$ cat config.mk
export PLATFORM = sky130hd
export DESIGN_NAME = boundary_scan_driver
export DESIGN_NICKNAME = d
export VERILOG_FILES = /design/src/rtl/boundary_scan_pkg.sv /design/src/rtl/boundary_scan_driver.sv
export SDC_FILE = /design/constraint.sdc
export NUM_CORES = 1
export LEC_CHECK = 0
export CORE_MARGIN = 2
export CORE_UTILIZATION = 49
export DETAILED_ROUTE_END_ITERATION = 16
export MAX_ROUTING_LAYER = met4
export PLACE_DENSITY = 0.79
export SLEW_MARGIN = 20
export SYNTH_ARGS = -nofsm -noshare
export SYNTH_HDL_FRONTEND = slang
export SYNTH_SLANG_ARGS = --single-unit
$ cat constraint.sdc
create_clock -name tck -period 2 [get_ports tck]
set_input_delay 0.5 -clock tck [delete_from_list [all_inputs] [get_ports tck]]
set_output_delay 0.5 -clock tck [all_outputs]
set_load 0.01 [all_outputs]
$ cat src/rtl/boundary_scan_pkg.sv
// Shared encodings for the boundary-scan initiator: command ops, control bit
// positions on scan_control, and the driver state machine states.
package boundary_scan_pkg;

    typedef enum logic [1:0] {
        OP_SHIFT     = 2'd0,
        OP_CAP_SHIFT = 2'd1,
        OP_SHIFT_UPD = 2'd2,
        OP_FULL      = 2'd3
    } op_e;

    localparam int CTRL_SHIFT   = 0;
    localparam int CTRL_UPDATE  = 1;
    localparam int CTRL_CAPTURE = 2;

    typedef enum logic [2:0] {
        IDLE    = 3'd0,
        CAPTURE = 3'd1,
        SHIFT   = 3'd2,
        UPDATE  = 3'd3,
        DONE    = 3'd4
    } state_e;

    // Chain control word presented while the driver sits in a given state.
    function automatic logic [3:0] ctrl_for(input state_e s);
        logic [3:0] c;
        c = 4'b0000;
        case (s)
            CAPTURE: c[CTRL_CAPTURE] = 1'b1;
            SHIFT:   c[CTRL_SHIFT]   = 1'b1;
            UPDATE:  c[CTRL_UPDATE]  = 1'b1;
            default: c = 4'b0000;
        endcase
        return c;
    endfunction

endpackage

$ cat src/rtl/boundary_scan_driver.sv
// Boundary-scan initiator: runs capture / CHAIN_LEN-bit shift / update on one chain per command.
// Latency: acceptance to rsp_valid = CHAIN_LEN+1 cycles, +1 each for capture and update; rsp held until rsp_ready.
module boundary_scan_driver
    import boundary_scan_pkg::*;
#(
    parameter int CHAIN_LEN = 8
) (
    input  logic                 tck,
    input  logic                 trst_n,
    input  logic                 cmd_valid,
    output logic                 cmd_ready,
    input  logic [1:0]           cmd_op,
    input  logic [CHAIN_LEN-1:0] cmd_data,
    output logic                 rsp_valid,
    input  logic                 rsp_ready,
    output logic [CHAIN_LEN-1:0] rsp_data,
    output logic                 busy,
    output logic                 scan_tdi,
    input  logic                 scan_tdo,
    output logic [3:0]           scan_control
);

    localparam int CW = $clog2(CHAIN_LEN + 1);

    state_e               state_q, state_d;
    logic                 upd_q, upd_d;
    logic [CHAIN_LEN-1:0] wr_sh_q, wr_sh_d;
    logic [CHAIN_LEN-1:0] rd_sh_q, rd_sh_d;
    logic [CW-1:0]        cnt_q, cnt_d;
    logic [CHAIN_LEN-1:0] rsp_data_q, rsp_data_d;
    logic                 rsp_valid_q, rsp_valid_d;
    logic [3:0]           ctrl_q, ctrl_d;
    logic                 tdi_q, tdi_d;

    always_comb begin
        state_d     = state_q;
        upd_d       = upd_q;
        wr_sh_d     = wr_sh_q;
        rd_sh_d     = rd_sh_q;
        cnt_d       = cnt_q;
        rsp_data_d  = rsp_data_q;
        rsp_valid_d = rsp_valid_q;

        case (state_q)
            IDLE: begin
                if (cmd_valid) begin
                    upd_d   = cmd_op[1];
                    wr_sh_d = cmd_data;
                    state_d = cmd_op[0] ? CAPTURE : SHIFT;
                end
            end
            CAPTURE: state_d = SHIFT;
            SHIFT: begin
                // tdo is the chain MSB before this edge's shift.
                rd_sh_d = {rd_sh_q[CHAIN_LEN-2:0], scan_tdo};
                wr_sh_d = wr_sh_q << 1;
                if (cnt_q == CW'(CHAIN_LEN - 1)) begin
                    cnt_d      = '0;
                    rsp_data_d = rd_sh_d;
                    state_d    = upd_q ? UPDATE : DONE;
                end else begin
                    cnt_d = cnt_q + CW'(1);
                end
            end
            UPDATE: state_d = DONE;
            DONE: begin
                // rsp_valid is registered, so it rises one cycle after entering DONE;
                // a ready seen before that is ignored.
                rsp_valid_d = 1'b1;
                if (rsp_valid_q && rsp_ready) begin
                    rsp_valid_d = 1'b0;
                    state_d     = IDLE;
                end
            end
            default: state_d = IDLE;
        endcase

        ctrl_d = ctrl_for(state_d);
        tdi_d  = (state_d == SHIFT) ? wr_sh_d[CHAIN_LEN-1] : 1'b0;
    end

    always_ff @(posedge tck) begin
        if (!trst_n) begin
            state_q     <= IDLE;
            upd_q       <= 1'b0;
            wr_sh_q     <= '0;
            rd_sh_q     <= '0;
            cnt_q       <= '0;
            rsp_data_q  <= '0;
            rsp_valid_q <= 1'b0;
            ctrl_q      <= 4'b0000;
            tdi_q       <= 1'b0;
        end else begin
            state_q     <= state_d;
            upd_q       <= upd_d;
            wr_sh_q     <= wr_sh_d;
            rd_sh_q     <= rd_sh_d;
            cnt_q       <= cnt_d;
            rsp_data_q  <= rsp_data_d;
            rsp_valid_q <= rsp_valid_d;
            ctrl_q      <= ctrl_d;
            tdi_q       <= tdi_d;
        end
    end

    assign cmd_ready    = trst_n && (state_q == IDLE);
    assign busy         = (state_q != IDLE);
    assign rsp_valid    = rsp_valid_q;
    assign rsp_data     = rsp_data_q;
    assign scan_control = ctrl_q;
    assign scan_tdi     = tdi_q;

endmodule

==> results.txt <==
- Num CTS Buffers: 5
* Placed cells: 208
- The number of antenna violations at the first check in global routing came to 0.
* Instance count of the mapped netlist: 150
* Clock transition at the register clock pins on the worst setup and hold paths after CTS: 0.09 ns
- The area growth from synthesis to layout is 27.14%.
- Maximum buffer depth of the clock tree: 2
- The root buffer cell chosen for the clock tree is sky130_fd_sc_hd__clkbuf_4.
- CP endpoint: cmd_ready
* Synthesized net count: 166
- Pin count of the biggest net entering global routing: 34
- Via count of the routed design: 1177
- In the synthesized netlist the async set-or-reset flop fraction comes to 0%.
- The number of slew-limit violations in the final report came to 0.
- The wire-length estimate of the detail-placed layout is 1936 µm.
- H-tree lvl count: 2
- Share of layout cells above drive strength 1: approximately a tenth
* Worst max-slew margin expressed relative to the limit: 59.81%
* Final clock period utilization by the worst path: 92.69%
* Worst setup slack before clock tree synthesis: -0.1361 ns
- Buffers inserted during post-CTS setup optimization: 0
* Core region area: 2805 µm²
- Worst-case reg-to-reg path depth: 5
- Flop and latch count out of synthesis: 36
- For the worst setup path, the data required time is 1.50 ns.
- Hold repair after CTS inserted 0 buffers.
- Across the VDD grid, the largest voltage drop is between 0.5 and 0.6 mV.
* Yosys warning count: 0
* Ranking of synthesized cells by instance count: 36 x sky130_fd_sc_hd__dfxtp_1, 21 x sky130_fd_sc_hd__nor2b_1, 19 x sky130_fd_sc_hd__nand2_1
* Type of the setup path with the least slack: input pin to primary output
- In this run the static leakage power is 0.6862 nW.
- Setup violations, final: 0
- Area share of the largest cell type after synthesis: 48.85%
* Average wire length per cell after detail routing: 13.07 µm
* HP Class: flop to flop
* Total routed wirelength: 2824 µm
- Total power consumption of the routed design: 1.351 mW
* Post-route ant nets: 0
- The detailed router finished its first iteration with 62 violations.
- Number of I/O pins: 31
- The run finished, with violations left.
* Fmax: 0.5394 GHz
- Global-route track usage on met1: a little over a fifth
- Once the floorplan was initialized, standard cells occupied 52.59% of the core.
- Fin cells: 216
- Counting the fill cells in the layout gives 230.
- Reg2Reg Setup Slack: 0.28 ns
- Post-synth EDFFs: 0
* Area used by multi-input combinational logic: 686.9 µm²
- Data on the critical path arrives at its endpoint at 1.35 ns.
- Die Area: about 3500 µm²
- A synthesized cell averages 9.834 µm².
* Summed area of non-filler cells in the final layout: around 1900 µm²
* WHS: 0.4782 ns
- Summing all placed instances gives a cell area of roughly 1800 µm².
- Die span in y: 58.87 µm
- Along the worst path, the maximum fanout reaches 2.
- STA classifies the critical path endpoint as a primary output.
- Max-cap violations in this run came to 0.
- Clock tree from TritonCTS: built
- STA classifies the critical path startpoint as an input pin.
* Library cell with the highest instance count after synthesis: sky130_fd_sc_hd__dfxtp_1
- After floorplanning, the core was divided into 19 placement rows.
* Global routing met3 resource utilization: 4.615%
* Final critical-path required period: 1.854 ns
- Destination of the worst register-to-register timing path: scan_tdi$_SDFF_PN0_
- Among all flip-flop cells after synthesis, the most frequent one is sky130_fd_sc_hd__dfxtp_1.
* Clock Latency Late Sink: approximately 0.35 ns
- Global routing finished with a remaining overflow of 0.
- Measured slew at the worst slew-check pin: 0.5988 ns
- Failing checks: DRC
* Routability congestion estimate: 0.7678
* Startpoint of the worst register-to-register path: cnt_q[0]$_SDFFE_PN0N_
- The floorplan step set the die width to 58.87 µm.
* Clock Skew: 0.01450 ns
- Total track usage: 18.67%
- Setup repair after global routing left no endpoint under its margin.
- Area contributors post-synth: sky130_fd_sc_hd__dfxtp_1 49%, sky130_fd_sc_hd__nor2b_1 8.9%, sky130_fd_sc_hd__mux2i_1 6.1%
- Met2 Use GR: 30.16%
* Via count of the first global-routing pass: between 1000 and 1500
* Largest area contributor in the netlist: sky130_fd_sc_hd__dfxtp_1
- Final setup margin: approximately 0.15 ns
- Using the TritonRoute via totals, the vias-per-cell ratio works out to 5.449.
* Final Hold Violating Endpoints: 0
- In this run the most used layer during global routing was met2.
- For this design, the sink count on the clock tree is 36.
* Power density of the placed cells: about 720 nW/µm²
* Syn Std Cell Area: 1475 µm²
- Global-route wire length before repair: 4740 µm
- The net count of the finished layout is 200.
* First-pass iteration count of the detailed router: 13
* Register area: 720.7 µm²
- The synthesized netlist contains 35 unique library cells.
- The most critical setup path has its startpoint at trst_n.
* Number of antenna diodes: 0
- The count of buffers added on input and output ports is 29.
* Number of remaining DRC errors: 1
* Seq/Total Area, Yosys: 48.85%
-- how the worst min path moves through the flow --
stage / start / end / slack (ns) / depth (start not counted)
finish: rd_sh_q[6]$_SDFFE_PN0N_ / rd_sh_q[6]$_SDFFE_PN0N_ / 0.48 / 2
global route: rd_sh_q[6]$_SDFFE_PN0N_ / rd_sh_q[6]$_SDFFE_PN0N_ / 0.51 / 2
CTS: rd_sh_q[6]$_SDFFE_PN0N_ / rd_sh_q[6]$_SDFFE_PN0N_ / 0.48 / 2
detailed placement: rd_sh_q[6]$_SDFFE_PN0N_ / rd_sh_q[6]$_SDFFE_PN0N_ / 0.47 / 2
global placement: rd_sh_q[6]$_SDFFE_PN0N_ / rd_sh_q[6]$_SDFFE_PN0N_ / 0.45 / 2
floorplan: rd_sh_q[6]$_SDFFE_PN0N_ / rd_sh_q[6]$_SDFFE_PN0N_ / 0.44 / 2
-- cells in the final DEF (no fill, tap or decap) --
cell and count:
sky130_fd_sc_hd__dfxtp_1 36, sky130_fd_sc_hd__clkdlybuf4s50_1 27, sky130_fd_sc_hd__nor2b_1 21, sky130_fd_sc_hd__nand2_1 19, sky130_fd_sc_hd__mux2i_1 9, sky130_fd_sc_hd__a21boi_0 8, sky130_fd_sc_hd__buf_4 8, sky130_fd_sc_hd__a222oi_1 7
sky130_fd_sc_hd__and2_1 5, sky130_fd_sc_hd__clkbuf_4 5, sky130_fd_sc_hd__inv_1 4, sky130_fd_sc_hd__nor2_1 3, sky130_fd_sc_hd__a21oi_1 3, sky130_fd_sc_hd__o21ai_0 2, sky130_fd_sc_hd__nand4_1 2, sky130_fd_sc_hd__xnor2_1 2
sky130_fd_sc_hd__nor3b_1 2, sky130_fd_sc_hd__nor3_2 1, sky130_fd_sc_hd__nor3b_4 1, sky130_fd_sc_hd__or3b_1 1, sky130_fd_sc_hd__nand3_1 1, sky130_fd_sc_hd__nor4bb_1 1, sky130_fd_sc_hd__o21ai_1 1, sky130_fd_sc_hd__and4_1 1
sky130_fd_sc_hd__and3b_1 1, sky130_fd_sc_hd__a22o_4 1, sky130_fd_sc_hd__nand2b_1 1, sky130_fd_sc_hd__o21bai_1 1, sky130_fd_sc_hd__and3_1 1, sky130_fd_sc_hd__nor4_1 1, sky130_fd_sc_hd__a311oi_1 1, sky130_fd_sc_hd__a22oi_1 1
sky130_fd_sc_hd__ha_1 1, sky130_fd_sc_hd__conb_1 1, sky130_fd_sc_hd__clkinvlp_4 1, sky130_fd_sc_hd__clkbuf_8 1, sky130_fd_sc_hd__clkbuf_1 1, sky130_fd_sc_hd__dlymetal6s2s_1 1, sky130_fd_sc_hd__dlygate4sd2_1 1
-- cells by family after synthesis --
group	Yosys count	synth area share, %
AOI/OAI and AO/OA	25	13.66
xor gates and xnor gates	2	1.188
adders and majority gates	1	0.8480
buffers and inverters	14	4.919
DFF	36	48.85
muxes	9	6.107
other	1	0.2542
and+or+nand+nor	62	24.17
-- metrics by stage --
step | utilization, % | setup TNS (ns)
finish | 66.86 | 0
global route | 66.86 | 0
CTS | 66.77 | 0
detailed placement | 64.41 | -0.1361
global placement | 64.41 | -0.1339
floorplan | - | 0
-- cell type report --
class	instances	share of cell area (%)
repair buffers	37	18.75
clock inverters	1	0.4003
flip-flops and latches	36	38.43
clock buffers	7	2.935
well taps	31	2.068
inverters	4	0.8005
multi-input cells	100	36.62
-- what timing repair did --
item                                    in CTS  in global routing
resized for setup                            2                  1
pin swaps                                    0                  1
hold endpoints to repair                     0                  0
endpoints found under the setup margin       2                  1
-- state kept, by name, summed over array words and instances, names as in the netlist, 3 cells and up --
register,count
state_q,3
scan_control,3
cnt_q,4
rd_sh_q,7
wr_sh_q,8
rsp_data,8
-- metal layers --
metal,routed length (µm),vias to the layer above
met5,0,-
met4,51,0
met3,158,6
met2,1378,43
met1,1234,538
li1,-,590
-- power breakdown --
part	internal [mW]	switching, mW	leakage, nW
logic	0.0992	0.0846	0.362
registers	0.743	0.0150	0.292
clock network	0.172	0.238	0.0315
-- critical path: stages --
cell and delay (ns):
sky130_fd_sc_hd__clkdlybuf4s50_1 0.48, sky130_fd_sc_hd__and2_1 0.12, sky130_fd_sc_hd__dlygate4sd2_1 0.26
Note: power is estimated with default switching activity, not from simulation.
